===== src/rtl/sap_register_file_if.sv =====
// sap_register_file_if: controller-side control word and bus signals of the register bank
// load/load_sel/data_in_bus: write the bus into a register; enable/enable_sel: read a register onto the bus
// op/op_sel: in-place increment/decrement/shift; data_out_bus/bus_drive: read result; zero_flag/carry_flag: op flags
interface sap_register_file_if #(parameter int WIDTH = 8, parameter int SEL_W = 2);
  logic             load;
  logic [SEL_W-1:0] load_sel;
  logic             enable;
  logic [SEL_W-1:0] enable_sel;
  logic [1:0]       op;
  logic [SEL_W-1:0] op_sel;
  logic [WIDTH-1:0] data_in_bus;
  logic [WIDTH-1:0] data_out_bus;
  logic             bus_drive;
  logic             zero_flag;
  logic             carry_flag;
  modport master (
    output load, load_sel, enable, enable_sel, op, op_sel, data_in_bus,
    input  data_out_bus, bus_drive, zero_flag, carry_flag
  );
  modport slave (
    input  load, load_sel, enable, enable_sel, op, op_sel, data_in_bus,
    output data_out_bus, bus_drive, zero_flag, carry_flag
  );
endinterface


===== src/rtl/sap_register_file.sv =====
// sap_register_file: DEPTH x WIDTH register bank with bus load/read, in-place inc/dec/shift and registered flags
// clk: rising-edge clock; rst: synchronous active-low reset; bus: slave side of sap_register_file_if
module sap_register_file #(
  parameter int WIDTH = 8,
  parameter int DEPTH = 4,
  parameter int SEL_W = 2
) (
  input logic clk,
  input logic rst,
  sap_register_file_if.slave bus
);
  localparam logic [SEL_W:0] LIMIT = (SEL_W+1)'(DEPTH);
  logic [WIDTH-1:0] regs [DEPTH];
  logic [WIDTH-1:0] op_old;
  logic [WIDTH-1:0] rd_val;
  logic [WIDTH:0]   op_res;
  logic             op_ok;
  logic             drive;
  logic             zero_q;
  logic             carry_q;
  always_comb begin
    op_old = '0;
    rd_val = '0;
    for (int i = 0; i < DEPTH; i++) begin
      op_old = bus.op_sel == SEL_W'(i) ? regs[i] : op_old;
      rd_val = bus.enable_sel == SEL_W'(i) ? regs[i] : rd_val;
    end
  end
  // a load to the same index cancels the op, including its flag update
  assign op_ok  = bus.op != 2'b00 && {1'b0, bus.op_sel} < LIMIT && !(bus.load && bus.load_sel == bus.op_sel);
  // the extra top bit carries the overflow, the borrow, or the shifted-out MSB
  assign op_res = bus.op == 2'b01 ? {1'b0, op_old} + (WIDTH+1)'(1) :
                  bus.op == 2'b10 ? {1'b0, op_old} - (WIDTH+1)'(1) : {op_old, 1'b0};
  assign drive            = bus.enable && {1'b0, bus.enable_sel} < LIMIT;
  assign bus.bus_drive    = drive;
  assign bus.data_out_bus = drive ? rd_val : '0;
  assign bus.zero_flag    = zero_q;
  assign bus.carry_flag   = carry_q;
  always_ff @(posedge clk) begin
    if (!rst) begin
      for (int i = 0; i < DEPTH; i++) regs[i] <= '0;
      zero_q  <= 1'b0;
      carry_q <= 1'b0;
    end else begin
      for (int i = 0; i < DEPTH; i++)
        regs[i] <= bus.load && bus.load_sel == SEL_W'(i) ? bus.data_in_bus :
                   op_ok && bus.op_sel == SEL_W'(i) ? op_res[WIDTH-1:0] : regs[i];
      if (op_ok) begin
        zero_q  <= op_res[WIDTH-1:0] == '0;
        carry_q <= op_res[WIDTH];
      end
    end
  end
endmodule


===== src/flat_wrapper.sv =====
// flat-port wrapper written by rule: the top's interface ports become plain ports
module sap_register_file_flat 
#(
  parameter int WIDTH = 8,
  parameter int DEPTH = 4,
  parameter int SEL_W = 2
)
  (clk, rst, bus_load, bus_load_sel, bus_enable, bus_enable_sel, bus_op, bus_op_sel, bus_data_in_bus, bus_data_out_bus, bus_bus_drive, bus_zero_flag, bus_carry_flag);
  sap_register_file_if #(.WIDTH(WIDTH), .SEL_W(SEL_W)) bus_i ();
  input logic clk;
  input logic rst;
  input wire logic [$bits(bus_i.load)-1:0] bus_load;
  input wire logic [$bits(bus_i.load_sel)-1:0] bus_load_sel;
  input wire logic [$bits(bus_i.enable)-1:0] bus_enable;
  input wire logic [$bits(bus_i.enable_sel)-1:0] bus_enable_sel;
  input wire logic [$bits(bus_i.op)-1:0] bus_op;
  input wire logic [$bits(bus_i.op_sel)-1:0] bus_op_sel;
  input wire logic [$bits(bus_i.data_in_bus)-1:0] bus_data_in_bus;
  output wire logic [$bits(bus_i.data_out_bus)-1:0] bus_data_out_bus;
  output wire logic [$bits(bus_i.bus_drive)-1:0] bus_bus_drive;
  output wire logic [$bits(bus_i.zero_flag)-1:0] bus_zero_flag;
  output wire logic [$bits(bus_i.carry_flag)-1:0] bus_carry_flag;
  assign bus_i.load = bus_load;
  assign bus_i.load_sel = bus_load_sel;
  assign bus_i.enable = bus_enable;
  assign bus_i.enable_sel = bus_enable_sel;
  assign bus_i.op = bus_op;
  assign bus_i.op_sel = bus_op_sel;
  assign bus_i.data_in_bus = bus_data_in_bus;
  assign bus_data_out_bus = bus_i.data_out_bus;
  assign bus_bus_drive = bus_i.bus_drive;
  assign bus_zero_flag = bus_i.zero_flag;
  assign bus_carry_flag = bus_i.carry_flag;
  sap_register_file #(.WIDTH(WIDTH), .DEPTH(DEPTH), .SEL_W(SEL_W)) u_core (.clk(clk), .rst(rst), .bus(bus_i));
endmodule

===== config.mk =====
export PLATFORM = sky130hd
export DESIGN_NAME = sap_register_file_flat
export DESIGN_NICKNAME = d
export VERILOG_FILES = /design/src/rtl/sap_register_file_if.sv /design/src/rtl/sap_register_file.sv /design/src/flat_wrapper.sv
export SDC_FILE = /design/constraint.sdc
export NUM_CORES = 1
export LEC_CHECK = 0
export BUFFER_PORTS_ARGS = -buffer_cell sky130_fd_sc_hd__clkbuf_2
export CORE_ASPECT_RATIO = 1.75
export CORE_UTILIZATION = 31
export DETAILED_ROUTE_END_ITERATION = 7
export SYNTH_ARGS = -nofsm -noshare
export SYNTH_HDL_FRONTEND = slang
export SYNTH_SLANG_ARGS = --single-unit

===== constraint.sdc =====
create_clock -name clk -period 2.45 [get_ports clk]
set_input_delay 0.3675 -clock clk [delete_from_list [all_inputs] [get_ports clk]]
set_output_delay 0.3675 -clock clk [all_outputs]
set_load 0.05 [all_outputs]

# == Yosys cells after proc, flatten, opt, wreduce, memory -nomap -nowiden ==
# Memory sizes are Yosys's and may differ from the RTL's.
# Cells that the tools add are included.
# totals
reg_bits,2
latch_bits,0
ramBits,32
mem_bits_ro,0
input_bits,20
output_inout_bits,11
word_cells,62
n_memories,1
# memory_table
memory,words,width,rd,rd_ports_with_merged_regs,wr,line,text
u_core.regs,4,8,4,0,4,sap_register_file.sv:13,logic [WIDTH-1:0] regs [DEPTH];
# op_classes
add_sub_neg,2
mul,0
div,0
order_cmp,0
n_eq_ne,12
n_shift,0
n_mux,25
bitwise,4
n_reduce_logical,16
# op_table
cell,count
2-to-1 mux 8 bit,21
2-to-1 mux 9 bit,2
== test 2 bit (second input constant),7
logical AND 1 bit,10
adder 8 x 1 -> 9 bit (second input constant),1
subtractor 8 x 1 -> 9 bit (second input constant),1
== test 2 x 1 -> 1 bit (second input constant),4
logical NOT 8 bit,1
logical NOT 2 bit,3
bitwise OR 1 bit,4
== test 2 bit,1
2-to-1 mux 1 bit,2
nonzero test 2 bit,1
logical NOT 1 bit,1

# == Logic depth before layout (Yosys ltp) ==
# depth
depth_word,11
depth_mapped,9
ltp_nobuf,8

# == Worst setup path before layout ==
# Ideal clock, no wire load.
# synth_path
path_kind,input to register
startpoint,input bus_op_sel[1]
endpoint,"register u_core.zero_q, in the netlist u_core.bus.zero_flag"
setup_ps,126
arrival_time_ps,2405
required_time_ps,2324
setup_slack_ps,-81
cell_stages,8
n_path_buf,1
path_cell_list,buf_6 mux4_2 ha_1 and3_4 a22o_1 a222oi_1 nand2b_1 o31ai_2
# synth_via
elab_chain_len,9
elab_cells_between_ends,17
cone_classes,2 x add/sub; 4 x eq/ne; 6 x mux; 5 x reduce/logical
# synth_rtl
item,line,text
start: declaration,flat_wrapper.sv:17,input wire logic [$bits(bus_i.op_sel)-1:0] bus_op_sel;
logical NOT 2 bit,sap_register_file.sv:25,op_old = bus.op_sel == SEL_W'(i) ? regs[i] : op_old;
2-to-1 mux 8 bit (4 in a row),sap_register_file.sv:25,
subtractor 8 x 1 -> 9 bit,sap_register_file.sv:33,"bus.op == 2'b10 ? {1'b0, op_old} - (WIDTH+1)'(1) : {op_old, 1'b0};"
2-to-1 mux 9 bit,sap_register_file.sv:33,
2-to-1 mux 9 bit,sap_register_file.sv:32,"assign op_res = bus.op == 2'b01 ? {1'b0, op_old} + (WIDTH+1)'(1) :"
logical NOT 8 bit,sap_register_file.sv:49,zero_q <= op_res[WIDTH-1:0] == '0;
end signal: assignment,sap_register_file.sv:42,zero_q <= 1'b0;
end signal: assignment,sap_register_file.sv:49,
end: declaration,sap_register_file.sv:19,logic zero_q;
# Parallel ways exist; a longest one is shown, timed or not.
# A chain may end at the register's enable or synchronous reset.

==> results.yml <==
critical_path:
  required_ns: 2.65
  cp-end-kind: "flip-flop"
  crit_fanout: 7
  worstPathArrival_ns: 2.70
  cp-start-kind: "flip-flop"
  path_class: "flip-flop to flip-flop"
timing:
  slew_violations: 0
  finalSetupViolCount: 1
  tightest_slew_ns: 0.710
  clock_skew_ns: 0.00365
  hold_viol: 0
  slew_headroom_pct: 52.6
  rsz0062_at_grt: "yes"
  fin_crit_sh_pct: 102
  finalWorstSetupSlack_ns: -0.0461
  min_period_ns: 2.50
  fin_setup_tns_ns: -0.0461
  fmax_mhz: 401
layout:
  antenna_cells: 0
  drive_above_1_share_pct: 40.7
  fin_cells: 461
  finalNetCount: 390
  area_growth_pct: 34.5
worst_hold_path:
  hp-class: "input port to flip-flop"
global_route:
  grt_max_degree: 35
  grt_pass1_wl_um: 14400
  grt_pass1_vias: 2820
  antenna_found_initial: 0
  grt_overflow: 0
  grtUsageTotal_pct: 21.7
synthesis:
  seq_area_frac_synth_pct: 25.7
  synth_area_leaders: "dfxtp_1 (26%), mux4_2 (14%), a22oi_1 (6.5%)"
  synth-edff-count: 0
  yosysWarnings: 0
  synth_cells: 289
  ys_ff_latch: 34
  synth_cell_types: 61
  syn_area_um2: 2640
  yosysTopAreaCell: "dfxtp_1"
  async_flop_share_pct: 0
  synth_top_area_share_pct: 25.7
  yosysMostFrequentCell: "dfxtp_1"
  syn-num-nets: 311
  avgSynthCellArea_um2: 9.15
  ys_top_cells_by_count: "dfxtp_1 (34), a22oi_1 (23), nand2_1 (19)"
  synth_top_flop_cell: "dfxtp_1"
pwr:
  net-switching-power_uw: 607
  seq_power_share_pct: 31.6
  p_sw_share_pct: 31.0
  combPwrFrac_pct: 32.8
  p_clk_share_pct: 35.5
  cellLeakagePower_uw: 0.00139
  peakVddDrop_mv: 0.501
  power_density_nw_per_um2: 551
  finalPower_uw: 1960
  p_int_uw: 1350
die:
  core_um2: 8260
  rows: 44
  ios: 31
  die_x_um: 71.8
  die_h_um: 124
  start_util_pct: 32.0
  dieArea_um2: 8920
place:
  dpl.hpwl_um: 7070
  place_inst: 449
  port_buffers: 30
  gp_congestion: 0.939
job:
  maxCapViolCount: 0
clocking:
  clockRootBuffer: "clkbuf_16"
  cts_tree: "built"
  cts_buffer_depth: 2
  cts_buffers: 5
  insertion_delay_ns: 0.28
  hold_buffers: 0
  clk_pin_slew_ns: 0.05
  clock_sinks: 34
  h-tree-depth: 2
drt:
  drt_pass1_iterations: 6
  drc: 0
  wl_per_cell_um: 20.1
  wl_um: 9280
  vias: 2724
  antenna_left: 0
  first_iter_violations: 166
  via_per_inst: 5.91
status:
  violations: "setup timing"
  status: "finished with violations"
==> routing by layer <==
metal  up-vias  GRT usage [%]  routed length [µm]
li1       1281              -                   -
met1      1335           20.7                3360
met2        72           41.5                5100
met3        36           2.67                 227
met4         0           16.2                 587
met5         -              0                   0
==> per-stage QoR <==
stage	setup WS (ns)	util, %	area (µm²)	hold slack (ns)
2_1_floorplan	0.00864	-	2680	0.513
3_3_place_gp	-0.365	39.6	3270	0.493
3_5_place_dp	-0.396	39.6	3270	0.488
4_1_cts	-0.0742	41.9	3460	0.433
5_1_grt	-0.104	43.1	3560	0.473
6_report	-0.0461	43.1	3560	0.440
==> power groups by stage <==
stage	logic [µW]	clock network (µW)	registers (µW)
finish	644	696	620
global route	691	729	623
CTS	606	707	617
detailed placement	594	0	629
global placement	588	0	628
floorplan	355	0	629
==> kinds of logic (layout without fill, tap and decap cells) <==
logic type | count (synthesis) | count (layout) | share of synthesized area (%)
and+or+nand+nor | 94 | 94 | 20.3
xor gates and xnor gates | 5 | 5 | 1.66
adders and majority gates | 2 | 2 | 0.946
DFF | 34 | 34 | 25.7
muxes | 21 | 21 | 15.6
buffers and inverters | 28 | 108 | 5.11
AOI/OAI and AO/OA | 105 | 105 | 30.7
==> critical path: stages (launching register included) <==
cell	delay (ns)
dfxtp_2	0.33
mux4_2	0.59
buf_6	0.17
or4b_1	0.52
o211ai_1	0.18
a211oi_2	0.16
a211o_1	0.30
o31ai_2	0.17
==> state kept, by name (all words and copies together) (netlist names) <==
register,count
u_core.bus.zero_flag,1
u_core.bus.carry_flag,1
u_core.regs,32
==> layout by cell type, fill, tap and decap left out, drive strengths merged, types with 3 or more instances in the layout <==
cell,synthesis,routed
a22o,7,7
xnor2,4,4
nand3,10,10
o31ai,3,3
mux4,16,16
nand2b,10,10
a211oi,8,8
nand2,19,19
a22oi,23,23
a21o,3,3
and3,5,5
nor3,11,11
and4,3,3
dfxtp,34,34
nor2,13,13
and2,10,10
clkbuf,13,37
o21ai,8,8
inv,6,6
a2111oi,4,4
a21boi,24,24
o21a,7,7
nor3b,3,3
buf,9,65
mux2i,4,4
==> area by class of cell <==
type / count / area [µm²]
well taps: 92 / 115
repair buffers: 94 / 647
flip-flops and latches: 34 / 687
fillers: 802 / 4700
multi-input cells: 227 / 1920
clock buffers: 8 / 166
inverters: 6 / 22.5
==> repair_timing <==
action                                  CTS  global route
pin swaps                                 1            11
gates resized for setup                   5            24
endpoints found under the setup margin    9            17
setup buffers                             1             3
==> worst paths after layout <==
check                                                        from                                end  slack [ns]  cells after the start
worst max-delay path               u_core.regs[3][2]$_SDFFE_PN0P_  u_core.bus.zero_flag$_SDFFE_PN0P_       -0.05                      7
worst min-delay path                           bus_data_in_bus[7]     u_core.regs[3][7]$_SDFFE_PN0P_        0.44                      3
worst max register to register     u_core.regs[3][2]$_SDFFE_PN0P_  u_core.bus.zero_flag$_SDFFE_PN0P_       -0.05                      7
worst min register to register  u_core.bus.zero_flag$_SDFFE_PN0P_  u_core.bus.zero_flag$_SDFFE_PN0P_        0.49                      2
Note: power is estimated with default switching activity, not from simulation.
